--- config.mk ---
export PLATFORM = sky130hd
export DESIGN_NAME = roll_uart_tx_flat
export DESIGN_NICKNAME = d
export VERILOG_FILES = /design/src/rtl/roll_uart_tx_if.sv /design/src/rtl/roll_uart_tx.sv /design/src/flat_wrapper.sv
export SDC_FILE = /design/constraint.sdc
export NUM_CORES = 1
export LEC_CHECK = 0
export ABC_AREA = 0
export CAP_MARGIN = 20
export CORE_ASPECT_RATIO = 0.7
export CORE_MARGIN = 5
export CORE_UTILIZATION = 65
export CTS_BUF_LIST = sky130_fd_sc_hd__clkbuf_8
export DETAILED_ROUTE_END_ITERATION = 6
export GPL_TIMING_DRIVEN = 0
export PLACE_DENSITY = 0.83
export SYNTH_ARGS = -nofsm -noshare
export SYNTH_HDL_FRONTEND = slang
export SYNTH_SLANG_ARGS = --single-unit
export TNS_END_PERCENT = 1
--- constraint.sdc ---
create_clock -name clk -period 7.9 [get_ports clk]
set_input_delay 2.37 -clock clk [delete_from_list [all_inputs] [get_ports clk]]
set_output_delay 2.37 -clock clk [all_outputs]
set_load 0.02 [all_outputs]
--- src/rtl/roll_uart_tx_if.sv ---
// rtl/roll_uart_tx_if.sv - roll input strobe and UART/FIFO status bundle for roll_uart_tx
interface roll_uart_tx_if;
  logic       i_roll_valid;
  logic [6:0] i_roll;
  logic       i_clr_ovf;
  logic       o_tx;
  logic       o_busy;
  logic       o_full;
  logic       o_empty;
  logic       o_overflow;

  modport master (
    output i_roll_valid, i_roll, i_clr_ovf,
    input  o_tx, o_busy, o_full, o_empty, o_overflow
  );

  modport slave (
    input  i_roll_valid, i_roll, i_clr_ovf,
    output o_tx, o_busy, o_full, o_empty, o_overflow
  );
endinterface

--- src/rtl/roll_uart_tx.sv ---
// rtl/roll_uart_tx.sv - buffers 7-bit rolls, sends each as ASCII decimal + CR LF on a UART line
// 8N1 by default; defining ROLL_TX_PARITY_EN switches to 8E1 framing.
module roll_uart_tx #(
  parameter int CLK_HZ     = 50000000,
  parameter int BAUD       = 115200,
  parameter int FIFO_DEPTH = 4
) (
  input logic           clk,
  input logic           reset,
  roll_uart_tx_if.slave bus
);
  localparam int CLKS_PER_BIT = CLK_HZ / BAUD;
  localparam int BCW = (CLKS_PER_BIT > 1) ? $clog2(CLKS_PER_BIT) : 1;
  localparam int AW  = (FIFO_DEPTH > 1) ? $clog2(FIFO_DEPTH) : 1;
  localparam logic [BCW-1:0] BAUD_LAST = BCW'(CLKS_PER_BIT - 1);
  localparam logic [AW:0]    DEPTH_CNT = (AW+1)'(FIFO_DEPTH);

  typedef enum logic [2:0] {
    IDLE, LOAD, START, DATA, STOP, NEXT
`ifdef ROLL_TX_PARITY_EN
    , PARITY
`endif
  } state_t;

  logic [6:0]      mem [FIFO_DEPTH];
  logic [AW-1:0]   wr_ptr, rd_ptr;
  logic [AW:0]     count, count_next;
  logic            full_reg, empty_reg, ovf_reg;
  logic            push, drop, pop;

  state_t          state, state_next;
  logic            tx_reg, tx_next;
  logic [BCW-1:0]  baud_cnt;
  logic            bit_done;
  logic [2:0]      bit_cnt;
  logic [7:0]      shift_reg;
  logic [4:0][7:0] char_buf;
  logic [2:0]      char_idx, char_last, next_idx;
  logic [6:0]      roll_reg;
`ifdef ROLL_TX_PARITY_EN
  logic            parity_reg;
`endif

  // Full is judged on the registered flag only, so a same-cycle pop never rescues a push.
  assign push = bus.i_roll_valid && !full_reg;
  assign drop = bus.i_roll_valid && full_reg;

  always_comb begin
    count_next = count;
    if (push && !pop)
      count_next = count + 1'b1;
    else if (pop && !push)
      count_next = count - 1'b1;
  end

  always_ff @(posedge clk) begin
    if (push)
      mem[wr_ptr] <= bus.i_roll;
  end

  always_ff @(posedge clk or posedge reset) begin
    if (reset) begin
      wr_ptr    <= '0;
      rd_ptr    <= '0;
      count     <= '0;
      full_reg  <= 1'b0;
      empty_reg <= 1'b1;
      ovf_reg   <= 1'b0;
    end else begin
      if (push) wr_ptr <= wr_ptr + 1'b1;
      if (pop)  rd_ptr <= rd_ptr + 1'b1;
      count     <= count_next;
      full_reg  <= (count_next == DEPTH_CNT);
      empty_reg <= (count_next == '0);
      if (drop)
        ovf_reg <= 1'b1;
      else if (bus.i_clr_ovf)
        ovf_reg <= 1'b0;
    end
  end

  // Decimal split of the popped roll and the resulting character list.
  logic       hund;
  logic [6:0] rem1;
  logic [3:0] tens, units;
  logic [4:0][7:0] chars;
  logic [2:0] last_idx;

  always_comb begin
    hund = (roll_reg >= 7'd100);
    rem1 = hund ? (roll_reg - 7'd100) : roll_reg;
    tens = 4'd0;
    for (int k = 1; k <= 9; k++)
      if (rem1 >= 7'(10 * k)) tens = 4'(k);
    units = 4'(rem1 - (7'(tens) * 7'd10));
    chars = {5{8'h0A}};
    if (hund) begin
      chars[0] = 8'h31;
      chars[1] = {4'h3, tens};
      chars[2] = {4'h3, units};
      chars[3] = 8'h0D;
      chars[4] = 8'h0A;
      last_idx = 3'd4;
    end else if (tens != 4'd0) begin
      chars[0] = {4'h3, tens};
      chars[1] = {4'h3, units};
      chars[2] = 8'h0D;
      chars[3] = 8'h0A;
      last_idx = 3'd3;
    end else begin
      chars[0] = {4'h3, units};
      chars[1] = 8'h0D;
      chars[2] = 8'h0A;
      last_idx = 3'd2;
    end
  end

  assign bit_done = (baud_cnt == BAUD_LAST);
  assign next_idx = char_idx + 3'd1;

  always_ff @(posedge clk or posedge reset) begin
    if (reset)
      state <= IDLE;
    else
      state <= state_next;
  end

  // tx_next reflects the current state and is registered, so the line lags the FSM by one clock.
  always_comb begin
    state_next = state;
    tx_next    = 1'b1;
    pop        = 1'b0;
    case (state)
      IDLE: begin
        if (!empty_reg) begin
          pop        = 1'b1;
          state_next = LOAD;
        end
      end
      LOAD: state_next = START;
      START: begin
        tx_next = 1'b0;
        if (bit_done) state_next = DATA;
      end
      DATA: begin
        tx_next = shift_reg[0];
`ifdef ROLL_TX_PARITY_EN
        if (bit_done && bit_cnt == 3'd7) state_next = PARITY;
`else
        if (bit_done && bit_cnt == 3'd7) state_next = STOP;
`endif
      end
`ifdef ROLL_TX_PARITY_EN
      PARITY: begin
        tx_next = parity_reg;
        if (bit_done) state_next = STOP;
      end
`endif
      STOP: begin
        if (bit_done) state_next = NEXT;
      end
      NEXT: state_next = (char_idx != char_last) ? START : IDLE;
      default: state_next = IDLE;
    endcase
  end

  always_ff @(posedge clk or posedge reset) begin
    if (reset) begin
      tx_reg    <= 1'b1;
      baud_cnt  <= '0;
      bit_cnt   <= '0;
      shift_reg <= '0;
      char_buf  <= '0;
      char_idx  <= '0;
      char_last <= '0;
      roll_reg  <= '0;
`ifdef ROLL_TX_PARITY_EN
      parity_reg <= 1'b0;
`endif
    end else begin
      tx_reg <= tx_next;
      if (pop) roll_reg <= mem[rd_ptr];
      case (state)
        LOAD: begin
          char_buf  <= chars;
          shift_reg <= chars[0];
          char_idx  <= 3'd0;
          char_last <= last_idx;
          baud_cnt  <= '0;
          bit_cnt   <= '0;
`ifdef ROLL_TX_PARITY_EN
          parity_reg <= ^chars[0];
`endif
        end
        DATA: begin
          baud_cnt <= bit_done ? '0 : baud_cnt + 1'b1;
          if (bit_done) begin
            shift_reg <= {1'b0, shift_reg[7:1]};
            bit_cnt   <= bit_cnt + 3'd1;
          end
        end
`ifdef ROLL_TX_PARITY_EN
        PARITY: baud_cnt <= bit_done ? '0 : baud_cnt + 1'b1;
`endif
        START, STOP: baud_cnt <= bit_done ? '0 : baud_cnt + 1'b1;
        NEXT: begin
          if (char_idx != char_last) begin
            char_idx  <= next_idx;
            shift_reg <= char_buf[next_idx];
`ifdef ROLL_TX_PARITY_EN
            parity_reg <= ^char_buf[next_idx];
`endif
          end
        end
        default: ;
      endcase
    end
  end

  assign bus.o_tx       = tx_reg;
  assign bus.o_busy     = (state != IDLE);
  assign bus.o_full     = full_reg;
  assign bus.o_empty    = empty_reg;
  assign bus.o_overflow = ovf_reg;
endmodule
--- src/flat_wrapper.sv ---
// flat-port wrapper written by rule: the top's interface ports become plain ports
module roll_uart_tx_flat 
#(
  parameter int CLK_HZ     = 50000000,
  parameter int BAUD       = 115200,
  parameter int FIFO_DEPTH = 4
)
  (clk, reset, bus_i_roll_valid, bus_i_roll, bus_i_clr_ovf, bus_o_tx, bus_o_busy, bus_o_full, bus_o_empty, bus_o_overflow);
  roll_uart_tx_if bus_i ();
  input logic clk;
  input logic reset;
  input wire logic [$bits(bus_i.i_roll_valid)-1:0] bus_i_roll_valid;
  input wire logic [$bits(bus_i.i_roll)-1:0] bus_i_roll;
  input wire logic [$bits(bus_i.i_clr_ovf)-1:0] bus_i_clr_ovf;
  output wire logic [$bits(bus_i.o_tx)-1:0] bus_o_tx;
  output wire logic [$bits(bus_i.o_busy)-1:0] bus_o_busy;
  output wire logic [$bits(bus_i.o_full)-1:0] bus_o_full;
  output wire logic [$bits(bus_i.o_empty)-1:0] bus_o_empty;
  output wire logic [$bits(bus_i.o_overflow)-1:0] bus_o_overflow;
  assign bus_i.i_roll_valid = bus_i_roll_valid;
  assign bus_i.i_roll = bus_i_roll;
  assign bus_i.i_clr_ovf = bus_i_clr_ovf;
  assign bus_o_tx = bus_i.o_tx;
  assign bus_o_busy = bus_i.o_busy;
  assign bus_o_full = bus_i.o_full;
  assign bus_o_empty = bus_i.o_empty;
  assign bus_o_overflow = bus_i.o_overflow;
  roll_uart_tx #(.CLK_HZ(CLK_HZ), .BAUD(BAUD), .FIFO_DEPTH(FIFO_DEPTH)) u_core (.clk(clk), .reset(reset), .bus(bus_i));
endmodule
# After elaboration in Yosys (flattened, before gate mapping)
# Memory sizes are Yosys's and may differ from the RTL's. A register that Yosys moved wholly into a read port is not among the register bits.
# Index checks and enable logic that the tools add are counted.
dict set report totals {
  regBits 73
  ramBits 28
  inputBits 11
  out_inout_bits 5
  word_cells 117
  memories 1
}
# name words word_bits rd rd_clocked_by_memory_dff wr line_no
set memory_table {}
lappend memory_table {u_core.mem 4 7 1 1 1 roll_uart_tx.sv:25} ;# logic [6:0] mem [FIFO_DEPTH];
dict set report op_classes {
  n_addsub 9
  multipliers 1
  order_cmp 11
  eq_ne 15
  n_mux 40
  reduce_logical 22
}
# operator n
set ops {}
lappend ops {{3-bit two-way mux} 13}
lappend ops {{7-bit >= comparator (second input constant)} 4}
lappend ops {{27-bit two-way mux} 1}
lappend ops {{8-bit binary-select mux with 3-bit select} 1}
lappend ops {{8-bit two-way mux} 3}
lappend ops {{8-bit case mux with 3 select lines} 1}
lappend ops {{7-bit by 6-bit >= comparator with 1-bit output (second input constant)} 3}
lappend ops {{19-bit two-way mux} 1}
lappend ops {{3-bit case mux with 6 select lines} 1}
lappend ops {{9-bit case mux with 2 select lines} 1}
lappend ops {{7-bit by 5-bit >= comparator with 1-bit output (second input constant)} 2}
lappend ops {{3-bit == test (second input constant)} 4}
lappend ops {{3-bit case mux with 2 select lines} 2}
lappend ops {{2-bit by 1-bit inequality test with 1-bit output (second input constant)} 5}
lappend ops {{3-bit by 1-bit adder with 3-bit output (second input constant)} 3}
lappend ops {{9-bit by 1-bit adder with 9-bit output (second input constant)} 1}
lappend ops {{9-bit == test (second input constant)} 1}
lappend ops {{9-bit two-way mux} 1}
lappend ops {{1-bit two-way mux} 8}
lappend ops {{4-bit two-way mux} 2}
lappend ops {{2-bit nonzero test} 4}
lappend ops {{7-bit by 4-bit >= comparator with 1-bit output (second input constant)} 1}
lappend ops {{7-bit two-way mux} 1}
lappend ops {{7-bit subtractor (second input constant)} 1}
lappend ops {{20 further kinds} 33}

# Longest topological paths before layout
dict set report depth {
  depth_word 17
  ltp_mapped 17
  mapped_depth_nobuf 15
}

# Worst setup path after synthesis
# Ideal clock, no wire load.
dict set report synth_timing {
  path_kind {flip-flop to flip-flop}
  from {reg u_core.roll_reg[2], read port of u_core.mem}
  to {reg u_core.shift_reg[3]}
  setup_ns 0.131
  arrival_time_ns 3.570
  required_time_ns 7.769
  path_slack_ns 4.199
  stages_incl_launch_ff 16
  n_path_buf 0
  synth_period_minus_slack_ns 3.701
  cell_sequence {dfrtp_1 inv_1 ha_1 and3_1 a31oi_1 o21ai_0 a311oi_1 o221a_2 nor2_1 ha_1 fa_1 and2_1 a32o_1 a31o_2 a221oi_1 a21oi_1}
}
dict set report synth_via {
  elab_chain_cells 17
  elab_cells_between_ends 27
  classes_between {add/sub: 2; mul: 1; order compare: 10; mux: 13; reduce/logical: 1}
}
# element line_no
set synth_lines {}
lappend synth_lines {{start: declaration} roll_uart_tx.sv:39} ;# logic [6:0] roll_reg;
lappend synth_lines {{7-bit subtractor / 7-bit >= comparator (equally long branches)} {roll_uart_tx.sv:91, roll_uart_tx.sv:90}}
lappend synth_lines {{7-bit two-way mux} roll_uart_tx.sv:91} ;# rem1 = hund ? (roll_reg - 7'd100) : roll_reg;
lappend synth_lines {{7-bit by 4-bit >= comparator with 1-bit output} roll_uart_tx.sv:94} ;# if (rem1 >= 7'(10 * k)) tens = 4'(k);
lappend synth_lines {{1-bit two-way mux} roll_uart_tx.sv:94}
lappend synth_lines {{2-bit two-way mux (2 in series)} roll_uart_tx.sv:94}
lappend synth_lines {{3-bit two-way mux (4 in series)} roll_uart_tx.sv:94}
lappend synth_lines {{4-bit two-way mux (2 in series)} roll_uart_tx.sv:94}
lappend synth_lines {{4-bit by 3-bit multiplier with 3-bit output} roll_uart_tx.sv:95} ;# units = 4'(rem1 - (7'(tens) * 7'd10));
lappend synth_lines {{4-bit subtractor} roll_uart_tx.sv:95}
lappend synth_lines {{19-bit two-way mux} roll_uart_tx.sv:104} ;# end else if (tens != 4'd0) begin
lappend synth_lines {{27-bit two-way mux (*)} roll_uart_tx.sv:97} ;# if (hund) begin
lappend synth_lines {{8-bit case mux with 3 select lines (*)} roll_uart_tx.sv:183} ;# case (state)
lappend synth_lines {{end signal: assignment} roll_uart_tx.sv:186} ;# shift_reg <= chars[0];
lappend synth_lines {{end signal: assignment} roll_uart_tx.sv:198} ;# shift_reg <= {1'b0, shift_reg[7:1]};
lappend synth_lines {{end signal: assignment} roll_uart_tx.sv:209} ;# shift_reg <= char_buf[next_idx];
lappend synth_lines {{end: declaration} roll_uart_tx.sv:36} ;# logic [7:0] shift_reg;
# Mark *: on every way between the ends. The rest lies on a longest branch, timed or not.
# A chain may end at the register's enable or synchronous reset.

# Worst setup path after layout
# Same ends and word-level chain as after synthesis.

==> key figures <==
Run status
  – Result of the run: complete, no violations

STA
  – Number of max-slew violations in the final report: 0
  – Number of endpoints failing setup at the final stage: 0
  – Final setup TNS: 0 ns
  – RSZ-0062 raised after global routing: false
  – Slew at the pin closest to its max-slew limit: ~0.77 ns
  – Max-slew headroom: 0.484
  – Fmax: around 230 MHz
  – Final cycle utilization of the critical path: 0.549
  – Final Worst Setup Slack: 3.56 ns
  – Worst clock skew: 0.0127 ns
  – Shortest clock period the worst path allows after layout: approximately 4.3 ns
  – Final hold violation count: 0

Floorplan
  – Horizontal die dimension: 112 um
  – Io pins: 16
  – Placeable core region: 7190 um2
  – Chip height: 81.2 um
  – Area enclosed by the die boundary: 9070 um2
  – Floorplan row count: 26
  – Starting Density: 0.655

Power and ir drop
  – Power density over cell area: slightly below 400 nW/um2
  – Overall power after layout: around 2.1 mW
  – Leakage power of the design: around 2.1 nW
  – Largest voltage drop on the vdd net: approximately 0.00023 V

Setup path
  – CP startpoint kind: flop
  – Critical path's largest stage delay: slightly below 0.6 ns
  – Class of the most critical setup path: reg2reg
  – Destination of the worst register-to-register timing path: u_core.shift_reg[3]$_DFFE_PP0P_
  – Type of element capturing the critical path: flop
  – Required arrival time at the worst endpoint: around 8.2 ns
  – Worst path most repeated cell: ha_1
  – Cell-by-cell listing of the critical path: inv_1 > ha_1 > and3_1 > a31oi_1 > o21ai_0 > a311oi_1 > o221a_2 > nor2_1 > ha_1 > fa_1 > and2_1 > a32o_1 > a31o_2 > a221oi_1 > a21oi_1
  – Reg-to-reg critical path startpoint: u_core.roll_reg[2]$_DFFE_PP0P_
  – Register-to-register setup slack: 3.56 ns
  – Number of buffers and inverters on the critical path: 1
  – Arrival time of the worst setup path: 4.59 ns
  – Crit Path Max Fanout: 9
  – Depth of the critical timing path with buffers and inverters included: 15
  – R2R cell count: 15
  – First element of the critical path: u_core.roll_reg[2]$_DFFE_PP0P_
  – Cell family contributing the most delay on the critical path: compound AO/OA/AOI/OAI gates
  – Highest-delay cell along the critical path: a311oi_1
  – Endpoint of the most critical setup path: u_core.shift_reg[3]$_DFFE_PP0P_

Placed design
  – Pre-CTS setup slack: approximately 3.7 ns
  – Last weighted congestion value of the routability-driven placer: slightly above 0.9
  – Hpwl dp: a little over 7000 um
  – Count of buffers inserted at the top-level ports: 15

CTS
  – Hold buffer count at CTS: 0
  – Depth of the CTS H-tree: 3
  – Clock tree from TritonCTS: built
  – Latest clock arrival within the worst-skew pair: 0.37 ns
  – CTS Root Cell: clkbuf_8
  – Post-cts gate resize count: 0
  – Number of setup buffers added after CTS: 0
  – Number of buffers between clock root and the deepest sink: 2
  – Sink count of the clock tree: 87
  – Number of buffers created by CTS: 9
  – Clock slew at reported path FFs: approximately 0.10 ns

Logic synthesis
  – Share of synthesized flip-flops with an asynchronous set or reset: 0.678
  – Prevailing post-synth register cell: dfrtp_1
  – Synthesized Nets: 470
  – Synthesized instance count: 444
  – Flop and latch count out of synthesis: 87
  – Syn. warnings: 0
  – Distinct cell type count after synthesis: 74
  – Sequential share of the synthesized area: 0.493
  – Count of flip-flops with a built-in enable after synthesis: 28
  – Post-synth design cell area: roughly 4700 um2
  – Average cell area after synthesis: 10.6 um2

Hold path
  – Class of the tightest hold or removal check: reg2reg
  – Hold Path Depth: 2

GRT
  – Vias in the first global route: about 3500
  – Antenna violations before repair: 0
  – Global-route usage over all layers: 0.235
  – Pin count of the biggest net entering global routing: 34
  – Global route overflow: 0
  – First-pass GRT wire length: 16800 um

Drt
  – First-pass detailed-route iteration total: 5
  – Drt initial violations: 215
  – Routed wire length per instance: between 15 and 20 um
  – Final WL: just under 10000 um
  – Residual antenna-violating net count after detailed routing: 0
  – Average via count per standard cell: slightly above 6
  – Vias after detailed routing: about 3600
  – Post-route DRC violation count: 0

Final layout
  – Synth-to-layout area growth: 10.5%
  – Share of post-route cells with drive strength above 1: 0.113
  – Largest registers: u_core.mem (28), u_core.char_buf (15), u_core.baud_cnt (9)
  – Max reg flops: 28
  – Most frequent standard cell in the layout excluding fill and tap cells: dfrtp_1
  – Highest-count cells in the layout ignoring fill and taps: dfrtp_1 (57), o21ai_0 (46), nand2_1 (42)
  – Register with the most flip-flops: u_core.mem
  – Fill cells: about 510
  – Antenna fix cells: 0
  – Nets: between 400 and 500

Job
  – Maximum capacitance violations: 0
## report_power, final
part | internal, mW | switching (mW) | total, mW
clock | 0.126 | 0.187 | 0.313
combinational | 0.441 | 0.593 | 1.03
sequential | 0.612 | 0.101 | 0.713
total | 1.18 | 0.881 | 2.06
## logic make-up after synthesis
kind of cell / synth area share
compound gates: 0.178
xor+xnor: 0.0295
fa+ha+maj: 0.0436
buf+inv: 0.0380
flops: 0.493
mux: 0.0662
simple gates: 0.152
## Yosys cell counts (8+ instances only)
cell | count | share of area
a21oi_1 | 20 | 0.021
a22o_1 | 8 | 0.015
clkbuf_1 | 18 | 0.014
dfrtp_1 | 57 | 0.30
edfxtp_1 | 28 | 0.18
ha_1 | 14 | 0.037
inv_1 | 19 | 0.015
mux4_2 | 10 | 0.048
nand2_1 | 42 | 0.033
nand2b_1 | 11 | 0.015
nor2_1 | 34 | 0.027
nor3_1 | 10 | 0.011
o21ai_0 | 46 | 0.049
## how the worst min path moves through the flow
| stage | from | end | slack, ns |
|---|---|---|---|
| finish | u_core.char_buf[2]$_DFFE_PP0P_ | u_core.char_buf[2]$_DFFE_PP0P_ | 0.49 |
| CTS | u_core.char_buf[2]$_DFFE_PP0P_ | u_core.char_buf[2]$_DFFE_PP0P_ | 0.49 |
| floorplan | u_core.char_buf[2]$_DFFE_PP0P_ | u_core.char_buf[2]$_DFFE_PP0P_ | 0.44 |
| global placement | u_core.char_buf[2]$_DFFE_PP0P_ | u_core.char_buf[2]$_DFFE_PP0P_ | 0.46 |
| detailed placement | u_core.char_buf[2]$_DFFE_PP0P_ | u_core.char_buf[2]$_DFFE_PP0P_ | 0.47 |
| global route | u_core.shift_reg[0]$_DFFE_PP0P_ | u_core.bus.o_tx$_DFF_PP1_ | 0.52 |
## cell type report
class,count,area [um2],area share
sequential,87,2320,0.446
clock buffer,9,124,0.0238
multi-input combinational,314,2210,0.425
buffer,24,108,0.0207
clock inverter,7,76.3,0.0147
timing repair buffer,16,170,0.0327
inverter,19,71.3,0.0137
tap,98,123,0.0236
## worst reg2reg max path: stages, from the launching register on
cell      delay, ns
dfrtp_1        0.55
inv_1          0.11
ha_1           0.35
and3_1         0.25
a31oi_1        0.15
o21ai_0        0.14
a311oi_1       0.59
o221a_2        0.33
nor2_1         0.07
ha_1           0.20
fa_1           0.44
and2_1         0.18
a32o_1         0.26
a31o_2         0.26
a221oi_1       0.27
a21oi_1        0.07
## stage by stage
step,util,hold WS [ns],instance area (um2),cells
floorplan,-,0.441,4710,444
global placement,0.693,0.464,4980,557
detailed placement,0.696,0.469,5000,558
CTS,0.723,0.491,5200,574
global route,0.723,0.517,5200,574
finish,0.723,0.489,5200,574
## per-layer routing
metal / share of wire / GRT usage / wire length, um
met2: 0.47 / 0.370 / 4690
met4: 0.0076 / 0.0644 / 76
met1: 0.46 / 0.329 / 4540
met5: 0 / 0 / 0
met3: 0.064 / 0.0581 / 633
(Power assumes the default switching activity.)
